--- src/rtl/e_door_ctrl_if.sv ---
// Door controller signal bundle: requests and animator feedback into the controller,
// registered door commands and status back out to the car/floor logic.
interface e_door_ctrl_if;
  logic       arrive;
  logic       open_btn;
  logic       close_btn;
  logic       obstruct;
  logic [3:0] door_pos;
  logic       dO;
  logic       dC;
  logic       car_lock;
  logic [1:0] door_state;
  logic       fault;
  logic       nudge;

  modport master (
    output arrive, open_btn, close_btn, obstruct, door_pos,
    input  dO, dC, car_lock, door_state, fault, nudge
  );

  modport slave (
    input  arrive, open_btn, close_btn, obstruct, door_pos,
    output dO, dC, car_lock, door_state, fault, nudge
  );
endinterface

--- src/rtl/e_door_ctrl.sv ---
// Elevator door sequencer: open/dwell/close with reopen, car interlock and stall fault.
// Define E_DOOR_NUDGE_EN to force a nudge close after three obstruct-caused reopens.
module e_door_ctrl #(
  parameter int DWELL_CYC = 16,
  parameter int MOVE_TMO  = 12
) (
  input logic          clk,
  input logic          rst_n,
  e_door_ctrl_if.slave bus
);

  localparam int DW = (DWELL_CYC > 1) ? $clog2(DWELL_CYC) : 1;
  localparam int MW = $clog2(MOVE_TMO + 1);

  localparam logic [DW-1:0] DWELL_LOAD = DW'(DWELL_CYC - 1);
  localparam logic [MW-1:0] MOVE_LAST  = MW'(MOVE_TMO - 1);
  localparam logic [MW-1:0] MOVE_MAX   = MW'(MOVE_TMO);
  localparam logic [3:0]    POS_OPEN   = 4'b0000;
  localparam logic [3:0]    POS_SHUT   = 4'b1111;

  typedef enum logic [2:0] {
    S_CLOSED  = 3'd0,
    S_OPENING = 3'd1,
    S_DWELL   = 3'd2,
    S_CLOSING = 3'd3,
    S_FAULT   = 3'd4
  } state_t;

  state_t        state, state_nx;
  logic [DW-1:0] dwell_cnt, dwell_nx;
  logic [MW-1:0] move_cnt, move_nx;
  logic          open_req;
  logic          hold_req;
  logic          reopen_req;

  assign open_req = bus.arrive | bus.open_btn;
  assign hold_req = bus.obstruct | open_req;

`ifdef E_DOOR_NUDGE_EN
  logic [1:0] reopen_cnt, reopen_nx;
  logic       nudge_mode;

  // Once nudging, only a new arrival may reopen the closing door.
  assign nudge_mode = (reopen_cnt == 2'd3);
  assign reopen_req = nudge_mode ? bus.arrive : hold_req;
`else
  assign reopen_req = hold_req;
`endif

  function automatic logic [1:0] encode_state(input state_t s);
    case (s)
      S_CLOSED:  return 2'd0;
      S_DWELL:   return 2'd2;
      S_CLOSING: return 2'd3;
      default:   return 2'd1;  // OPENING, and FAULT which holds the door open
    endcase
  endfunction

  // NOTE: every signal assigned here gets its default first, so no path can infer a latch.
  always_comb begin
    state_nx = state;
    dwell_nx = dwell_cnt;
`ifdef E_DOOR_NUDGE_EN
    reopen_nx = reopen_cnt;
`endif
    case (state)
      S_CLOSED: begin
        if (open_req) begin
          state_nx = S_OPENING;
        end else if (bus.door_pos != POS_SHUT) begin
          state_nx = S_CLOSING;
        end
      end
      S_OPENING: begin
        if (bus.door_pos == POS_OPEN) begin
          state_nx = S_DWELL;
          dwell_nx = DWELL_LOAD;
        end else if (move_cnt == MOVE_LAST) begin
          state_nx = S_FAULT;
        end
      end
      S_DWELL: begin
        if (hold_req) begin
          dwell_nx = DWELL_LOAD;
        end else if (bus.close_btn || dwell_cnt == '0) begin
          state_nx = S_CLOSING;
        end else begin
          dwell_nx = dwell_cnt - DW'(1);
        end
      end
      S_CLOSING: begin
        // A reopen request beats completion seen in the same cycle.
        if (reopen_req) begin
          state_nx = S_OPENING;
`ifdef E_DOOR_NUDGE_EN
          if (bus.obstruct && !nudge_mode) begin
            reopen_nx = reopen_cnt + 2'd1;
          end
`endif
        end else if (bus.door_pos == POS_SHUT) begin
          state_nx = S_CLOSED;
        end else if (move_cnt == MOVE_LAST) begin
          state_nx = S_FAULT;
        end
      end
      S_FAULT: state_nx = S_FAULT;
      default: state_nx = S_FAULT;
    endcase
`ifdef E_DOOR_NUDGE_EN
    if (state_nx == S_CLOSED) begin
      reopen_nx = 2'd0;
    end
`endif
  end

  // Move timer restarts on every entry into a motion state, including a reopen.
  always_comb begin
    move_nx = '0;
    if ((state_nx == S_OPENING || state_nx == S_CLOSING) && state_nx == state) begin
      move_nx = (move_cnt == MOVE_MAX) ? move_cnt : move_cnt + MW'(1);
    end
  end

  // NOTE: sequential state uses non-blocking assignments so all flops update from pre-edge values.
  always_ff @(posedge clk or negedge rst_n) begin
    if (!rst_n) begin
      state          <= S_CLOSED;
      dwell_cnt      <= '0;
      move_cnt       <= '0;
      bus.dO         <= 1'b0;
      bus.dC         <= 1'b0;
      bus.car_lock   <= 1'b0;
      bus.door_state <= 2'd0;
      bus.fault      <= 1'b0;
    end else begin
      state          <= state_nx;
      dwell_cnt      <= dwell_nx;
      move_cnt       <= move_nx;
      bus.dO         <= (state_nx == S_OPENING) || (state_nx == S_FAULT);
      bus.dC         <= (state_nx == S_CLOSING);
      bus.car_lock   <= (state_nx == S_CLOSED) && (bus.door_pos == POS_SHUT);
      bus.door_state <= encode_state(state_nx);
      bus.fault      <= (state_nx == S_FAULT);
    end
  end

`ifdef E_DOOR_NUDGE_EN
  always_ff @(posedge clk or negedge rst_n) begin
    if (!rst_n) begin
      reopen_cnt <= 2'd0;
      bus.nudge  <= 1'b0;
    end else begin
      reopen_cnt <= reopen_nx;
      bus.nudge  <= (state_nx == S_CLOSING) && (reopen_nx == 2'd3);
    end
  end
`else
  assign bus.nudge = 1'b0;
`endif

endmodule

--- src/flat_wrapper.sv ---
// flat-port wrapper written by rule: the top's interface ports become plain ports
module e_door_ctrl_flat 
#(
  parameter int DWELL_CYC = 16,
  parameter int MOVE_TMO  = 12
)
  (clk, rst_n, bus_arrive, bus_open_btn, bus_close_btn, bus_obstruct, bus_door_pos, bus_dO, bus_dC, bus_car_lock, bus_door_state, bus_fault, bus_nudge);
  e_door_ctrl_if bus_i ();
  input logic clk;
  input logic rst_n;
  input wire logic [$bits(bus_i.arrive)-1:0] bus_arrive;
  input wire logic [$bits(bus_i.open_btn)-1:0] bus_open_btn;
  input wire logic [$bits(bus_i.close_btn)-1:0] bus_close_btn;
  input wire logic [$bits(bus_i.obstruct)-1:0] bus_obstruct;
  input wire logic [$bits(bus_i.door_pos)-1:0] bus_door_pos;
  output wire logic [$bits(bus_i.dO)-1:0] bus_dO;
  output wire logic [$bits(bus_i.dC)-1:0] bus_dC;
  output wire logic [$bits(bus_i.car_lock)-1:0] bus_car_lock;
  output wire logic [$bits(bus_i.door_state)-1:0] bus_door_state;
  output wire logic [$bits(bus_i.fault)-1:0] bus_fault;
  output wire logic [$bits(bus_i.nudge)-1:0] bus_nudge;
  assign bus_i.arrive = bus_arrive;
  assign bus_i.open_btn = bus_open_btn;
  assign bus_i.close_btn = bus_close_btn;
  assign bus_i.obstruct = bus_obstruct;
  assign bus_i.door_pos = bus_door_pos;
  assign bus_dO = bus_i.dO;
  assign bus_dC = bus_i.dC;
  assign bus_car_lock = bus_i.car_lock;
  assign bus_door_state = bus_i.door_state;
  assign bus_fault = bus_i.fault;
  assign bus_nudge = bus_i.nudge;
  e_door_ctrl #(.DWELL_CYC(DWELL_CYC), .MOVE_TMO(MOVE_TMO)) u_core (.clk(clk), .rst_n(rst_n), .bus(bus_i));
endmodule
--- config.mk ---
export PLATFORM = sky130hd
export DESIGN_NAME = e_door_ctrl_flat
export DESIGN_NICKNAME = d
export VERILOG_FILES = /design/src/rtl/e_door_ctrl_if.sv /design/src/rtl/e_door_ctrl.sv /design/src/flat_wrapper.sv
export SDC_FILE = /design/constraint.sdc
export NUM_CORES = 1
export LEC_CHECK = 0
export CAP_MARGIN = 20
export CORE_MARGIN = 8
export CORE_UTILIZATION = 54
export DETAILED_ROUTE_END_ITERATION = 8
export PLACE_DENSITY = 0.8
export SLEW_MARGIN = 20
export SYNTH_ARGS = -nofsm -noshare
export SYNTH_HDL_FRONTEND = slang
export SYNTH_SLANG_ARGS = --single-unit
--- constraint.sdc ---
create_clock -name clk -period 5.6 [get_ports clk]
set_input_delay 1.12 -clock clk [delete_from_list [all_inputs] [get_ports clk]]
set_output_delay 1.12 -clock clk [all_outputs]
set_load 0.02 [all_outputs]
==> flow_metrics.env <==
export IMPL_h_tree_depth=1
export IMPL_grt_pass1_wl_um=3150
export IMPL_synth_top_cell_area_share=0.463
export IMPL_rr_startpoint="u_core.move_cnt[0]"
export IMPL_netlist_top_cells_area="dfrtp_1 46%, inv_1 4.5%, ha_1 4.1%"
export IMPL_tightest_slew_ns=0.753
export IMPL_ir_drop_uv=270
export IMPL_setup_tns_ns=0
export IMPL_layout_commonest_cell="dfrtp_1"
export IMPL_die_x_um=57.2
export IMPL_cts_tree="yes"
export IMPL_yosysTopAreaCell="dfrtp_1"
export IMPL_cts_sinks=17
export IMPL_power_uw=478
export IMPL_wl_met1_um=793
export IMPL_grt_max_degree=18
export IMPL_async_reset_ff_frac=1.00
export IMPL_n_fill_cell=141
export IMPL_syn_num_nets=107
export IMPL_top_layer="met4"
export IMPL_cts_resized=0
export IMPL_crit_type="primary input to flip-flop"
export IMPL_drive_above_1_share=0.108
export IMPL_synthFlopType="dfrtp_1"
export IMPL_min_period_ns=2.94
export IMPL_vias_per_cell=5.72
export IMPL_cts_clk_slew_worst_paths_ns=0.10
export IMPL_min_path_type="flip-flop to flip-flop"
export IMPL_rsz0062_at_grt="false"
export IMPL_grt_pass1_vias=684
export IMPL_crit_path_max_incr_delay_ns=0.48
export IMPL_cap_violations=0
export IMPL_wl_per_cell_um=14.3
export IMPL_cp_start_kind="primary input"
export IMPL_grtUsageTotal=0.125
export IMPL_worstPathRequired_ns=5.79
export IMPL_hp_start="u_core.dwell_cnt[1]"
export IMPL_synth_edf_count=0
export IMPL_firstDrtPassIters=4
export IMPL_rows=15
export IMPL_regArea_um2=425
export IMPL_cts_hold_buf=0
export IMPL_cts_setup_buffers=0
export IMPL_holdPathStages=1
export IMPL_drc_errors=0
export IMPL_cts_buffer_depth=2
export IMPL_rr_worst_depth=6
export IMPL_worstPathCellList="clkdlybuf4s50_1, nor4b_2, nand3_1, a311o_1, nor3_2, mux2_1"
export IMPL_antenna_cells=0
export IMPL_yosysWarnings=0
export IMPL_syn_to_final_growth_pct=20.4
export IMPL_wl_met3_um=66
export IMPL_reg2reg_slack_ns=3.51
export IMPL_place_ws_ns=2.36
export IMPL_synth_area_per_cell_um2=9.77
export IMPL_place_hpwl_um=1380
export IMPL_routed_wl_um=1830
export IMPL_synth_seq_cells=17
export IMPL_gp_routability_congestion=0.882
export IMPL_skew_ns=0.00234
export IMPL_layout_worst_path_cycle_share=0.525
export IMPL_overflow=0
export IMPL_hold_viol=0
export IMPL_io_pins=17
export IMPL_synth_cells=94
export IMPL_fin_ws_ns=2.66
export IMPL_multi_input_area_um2=440
export IMPL_slew_violations=0
export IMPL_root_buffer="clkbuf_4"
export IMPL_die_area_mm2=0.00328
export IMPL_p_leak_nw=0.473
export IMPL_relSlewSlack=0.496
export IMPL_die_h_um=57.2
export IMPL_cp_arrival_ns=3.12
export IMPL_vias=732
export IMPL_nets=125
export IMPL_cts_buffers=3
export IMPL_fmax_ghz=0.340
export IMPL_antenna_found_initial=0
export IMPL_ant_nets=0
export IMPL_start_util=0.550
export IMPL_core_mm2=0.00167
export IMPL_ys_seq_area_frac=0.463
export IMPL_final_cell_mix="17 x dfrtp_1, 15 x clkdlybuf4s50_1, 11 x inv_1, 7 x nor2_1"
export IMPL_cp_startpoint="bus_open_btn"
export IMPL_setup_viol=0
export IMPL_crit_fanout=7
export IMPL_slowest_stage="clkdlybuf4s50_1"
export IMPL_synth_area_um2=918
export IMPL_netlist_cell_type_count=34
export IMPL_clk_latency_ns=0.29
export IMPL_drt_iter0_markers=12
export IMPL_power_density_mw_per_mm2=432
export IMPL_status="completed"
export IMPL_io_buffers=15
export IMPL_cp_end_kind="flip-flop"
export IMPL_wl_met2_um=943
==> power breakdown <==
| group | switching, mW | leakage, nW | internal (mW) |
|---|---|---|---|
| logic | 0.111 | 0.253 | 0.0940 |
| registers | 0.0407 | 0.203 | 0.166 |
| clock network | 0.0400 | 0.0177 | 0.0266 |
==> per-stage QoR <==
| stage | cells | hold slack [ns] | instance area [um^2] | utilization |
|---|---|---|---|---|
| CTS | 128 | 0.528 | 1110 | 0.662 |
| floorplan | 94 | 0.474 | 918 | - |
| finish | 128 | 0.530 | 1110 | 0.662 |
| detailed placement | 124 | 0.505 | 1080 | 0.646 |
| global placement | 124 | 0.491 | 1080 | 0.646 |
| global route | 128 | 0.544 | 1110 | 0.662 |
==> synth_stat cells (2+ instances only) <==
library cell / count
a21oi_1: 4
a31oi_1: 2
dfrtp_1: 17
ha_1: 3
inv_1: 11
mux2i_1: 2
nand2_1: 6
nand3_1: 6
nand4_1: 3
nor2_1: 7
nor3_1: 3
nor3b_1: 2
nor4_2: 2
nor4b_2: 2
o21ai_0: 4
or3_1: 2
==> final timing paths <==
check                                            to
worst min register to register  u_core.dwell_cnt[1]
worst max-delay path            u_core.dwell_cnt[1]
worst max register to register  u_core.dwell_cnt[1]
max in group asynchronous           u_core.state[2]
min in group asynchronous       u_core.dwell_cnt[1]
worst min-delay path            u_core.dwell_cnt[1]
==> worst max-delay path: cells and delay by family <==
family | cells | cell delay [ns]
compound gates | 1 | 0.44
buf+inv | 1 | 0.48
mux | 1 | 0.35
simple gates | 3 | 0.73
==> logic make-up (layout without fill, tap and decap cells) <==
group | after synthesis | in the layout | share of synthesized area
AOI/OAI and AO/OA | 17 | 17 | 0.125
DFF | 17 | 17 | 0.463
and+or+nand+nor | 39 | 39 | 0.266
adders and majority gates | 3 | 3 | 0.0409
buffers and inverters | 13 | 30 | 0.0572
other | 1 | 1 | 0.00408
xor gates and xnor gates | 1 | 1 | 0.00954
muxes | 3 | 3 | 0.0341
==> registers in the layout (all words and copies together), names as in the netlist <==
signal / count
u_core.dwell_cnt: 4
u_core.move_cnt: 4
u_core.state: 3
u_core.bus.door_state: 2
u_core.bus.car_lock: 1
u_core.bus.dC: 1
u_core.bus.dO: 1
u_core.bus.fault: 1
==> layer usage <==
layer  GRT usage  vias up
met1       0.143      349
met5           0        -
met3      0.0426        4
li1            -      369
met2       0.203       10
met4      0.0571        0
==> final cells by class <==
cell class | count | area share
clock buffer | 3 | 0.0204
clock inverter | 1 | 0.00452
sequential | 17 | 0.385
timing repair buffer | 15 | 0.136
tap | 17 | 0.0192
multi-input combinational | 64 | 0.398
inverter | 11 | 0.0373
Note: power is estimated with default switching activity, not from simulation.
==> edit, RTL diff (config.mk and constraints unchanged) <==
Build with the macro `E_DOOR_NUDGE_EN` defined.
--- a/src/rtl/e_door_ctrl.sv
+++ b/src/rtl/e_door_ctrl.sv
@@ -1,5 +1,7 @@
 // Elevator door sequencer: open/dwell/close with reopen, car interlock and stall fault.
 // Define E_DOOR_NUDGE_EN to force a nudge close after three obstruct-caused reopens.
+`define E_DOOR_NUDGE_EN
+
 module e_door_ctrl #(
   parameter int DWELL_CYC = 16,
   parameter int MOVE_TMO  = 12
Formal check against the unedited RTL: no difference found for any inputs over 10 cycles, from zero or initial values and one cycle with rst_n low; that may be too few to reach the edited logic, so the function may still have changed.
==> edit against the unedited design <==
Critical path depth did not move. Synthesized area is 15% higher. Fmax fell by 7.4%. Total power grew 9.3%. Design area up 18%. Final cell count increased by 16%. Setup slack worse by 230 ps. Hold slack got worse by 16 ps. Global-route usage rose by 1.8 points. Wire length grew 19%. Sequential share of layout area hardly changed. Sequential cell count up 3. Clock power up 77%. Critical path type unchanged.
==> edit: results (changes against the unedited design) <==
[grt]
grt_pass1_wl_mm = 3.90  ; +24%
grt_pass1_vias = 895  ; +31%
grt.total_usage_pct = 14.3  ; +1.8 points
antenna_found_initial = 0  ; unchanged
grt_max_degree = 21  ; +3

[critical_path]
ff2ff_setup_slack_ps = 3160  ; -350 ps
path_max_fanout = 10  ; +3
worstPathArrival_ps = 3370  ; +250 ps

[place]
gp_congestion = 0.873  ; -1.0%
post-place-ws_ps = 2160  ; -207 ps
port_buffers = 16  ; +1
place_area_sq_mm = 0.00125  ; +16%
dp_hpwl_mm = 1.67  ; +21%

[final_layout]
drive_gt1_share_pct = 9.84  ; -0.97 points
nets = 137  ; +9.6%

[power]
power_frac_seq_pct = 40.3  ; -2.9 points
vdd_drop_max_mv = 0.301  ; +12%
swShare_pct = 35.1  ; -5.0 points
switching_power_mw = 0.183  ; -4.3%
power.leakage_nw = 0.562  ; +19%
comb_power_mw = 0.195  ; -5%

[run_status]
outcome = finished clean

[timing]
holdWs_ps = 514  ; -16.2 ps
min_period_ps = 3170  ; +233 ps
tightest_slew_ps = 865  ; +112 ps
clock_skew_ps = 4.81  ; +2.47 ps

[yosys]
yosysSeqAreaShare_pct = 47.5  ; +1.2 points
syn_nets = 116  ; +8.4%
netlist_top_cells_count = dfrtp_1, inv_1, nor2_1
synthTopCellsByArea = dfrtp_1, ha_1, inv_1
netlist-cell-type-count = 35  ; +2.9%

[clocking]
path_clk_slew_ps = 120  ; +20 ps
cts-root-buf = clkbuf_4
clockBufferDepth = 2  ; unchanged

[detailed_routing]
dr_total_vias = 859  ; +17%
avgRoutedWirePerCell_um = 14.6  ; +2.4%
drt_iter0_drc = 19  ; +7

## edit: cell families after synthesis
logic type / Yosys count / synth area share [%]
XOR/XNOR: 2 / 1.66
AND/OR/NAND/NOR: 39 / 20.8
flip-flops: 20 / 47.5
adder cells (fa/ha/maj): 4 / 4.75
AO/OA/AOI/OAI: 21 / 16.4
multiplexers: 5 / 4.99
buffers and inverters: 11 / 3.92
## edit: stage by stage
stage	utilization (%)	instances
finish	68.4	149
global route	68.4	149
CTS	68.4	149
detailed placement	65.6	145
global placement	65.6	145
floorplan	-	102
## edit: area by class of cell
cell class                      count  area, sq um
Fill cell                         158          602
Multi-Input combinational cell     71          512
Sequential cell                    20          500
Timing Repair Buffer               16          160
Inverter                           11         41.3
Tap cell                           27         33.8
Clock inverter                      1         30.0
Clock buffer                        3         22.5
## edit: metal layers
metal,track usage (%),vias up,wire length (um)
li1,-,419,-
met1,15.2,420,910
met2,25.6,18,1150
met3,4.30,2,108
met4,5.10,0,10
met5,0,-,0
## edit: worst paths after layout
path                                                       from                         endpoint  depth (start not counted)
worst max-delay path                               bus_obstruct  u_core.dwell_cnt[0]$_DFFE_PN0P_                          6
worst min-delay path            u_core.dwell_cnt[2]$_DFFE_PN0P_  u_core.dwell_cnt[2]$_DFFE_PN0P_                          1
worst max register to register   u_core.reopen_cnt[0]$_DFF_PN0_   u_core.move_cnt[3]$_DFFE_PN0P_                          7
worst min register to register  u_core.dwell_cnt[2]$_DFFE_PN0P_  u_core.dwell_cnt[2]$_DFFE_PN0P_                          1
max in group asynchronous                                 rst_n       u_core.bus.nudge$_DFF_PN0_                          1
min in group asynchronous                                 rst_n  u_core.dwell_cnt[1]$_DFFE_PN0P_                          1
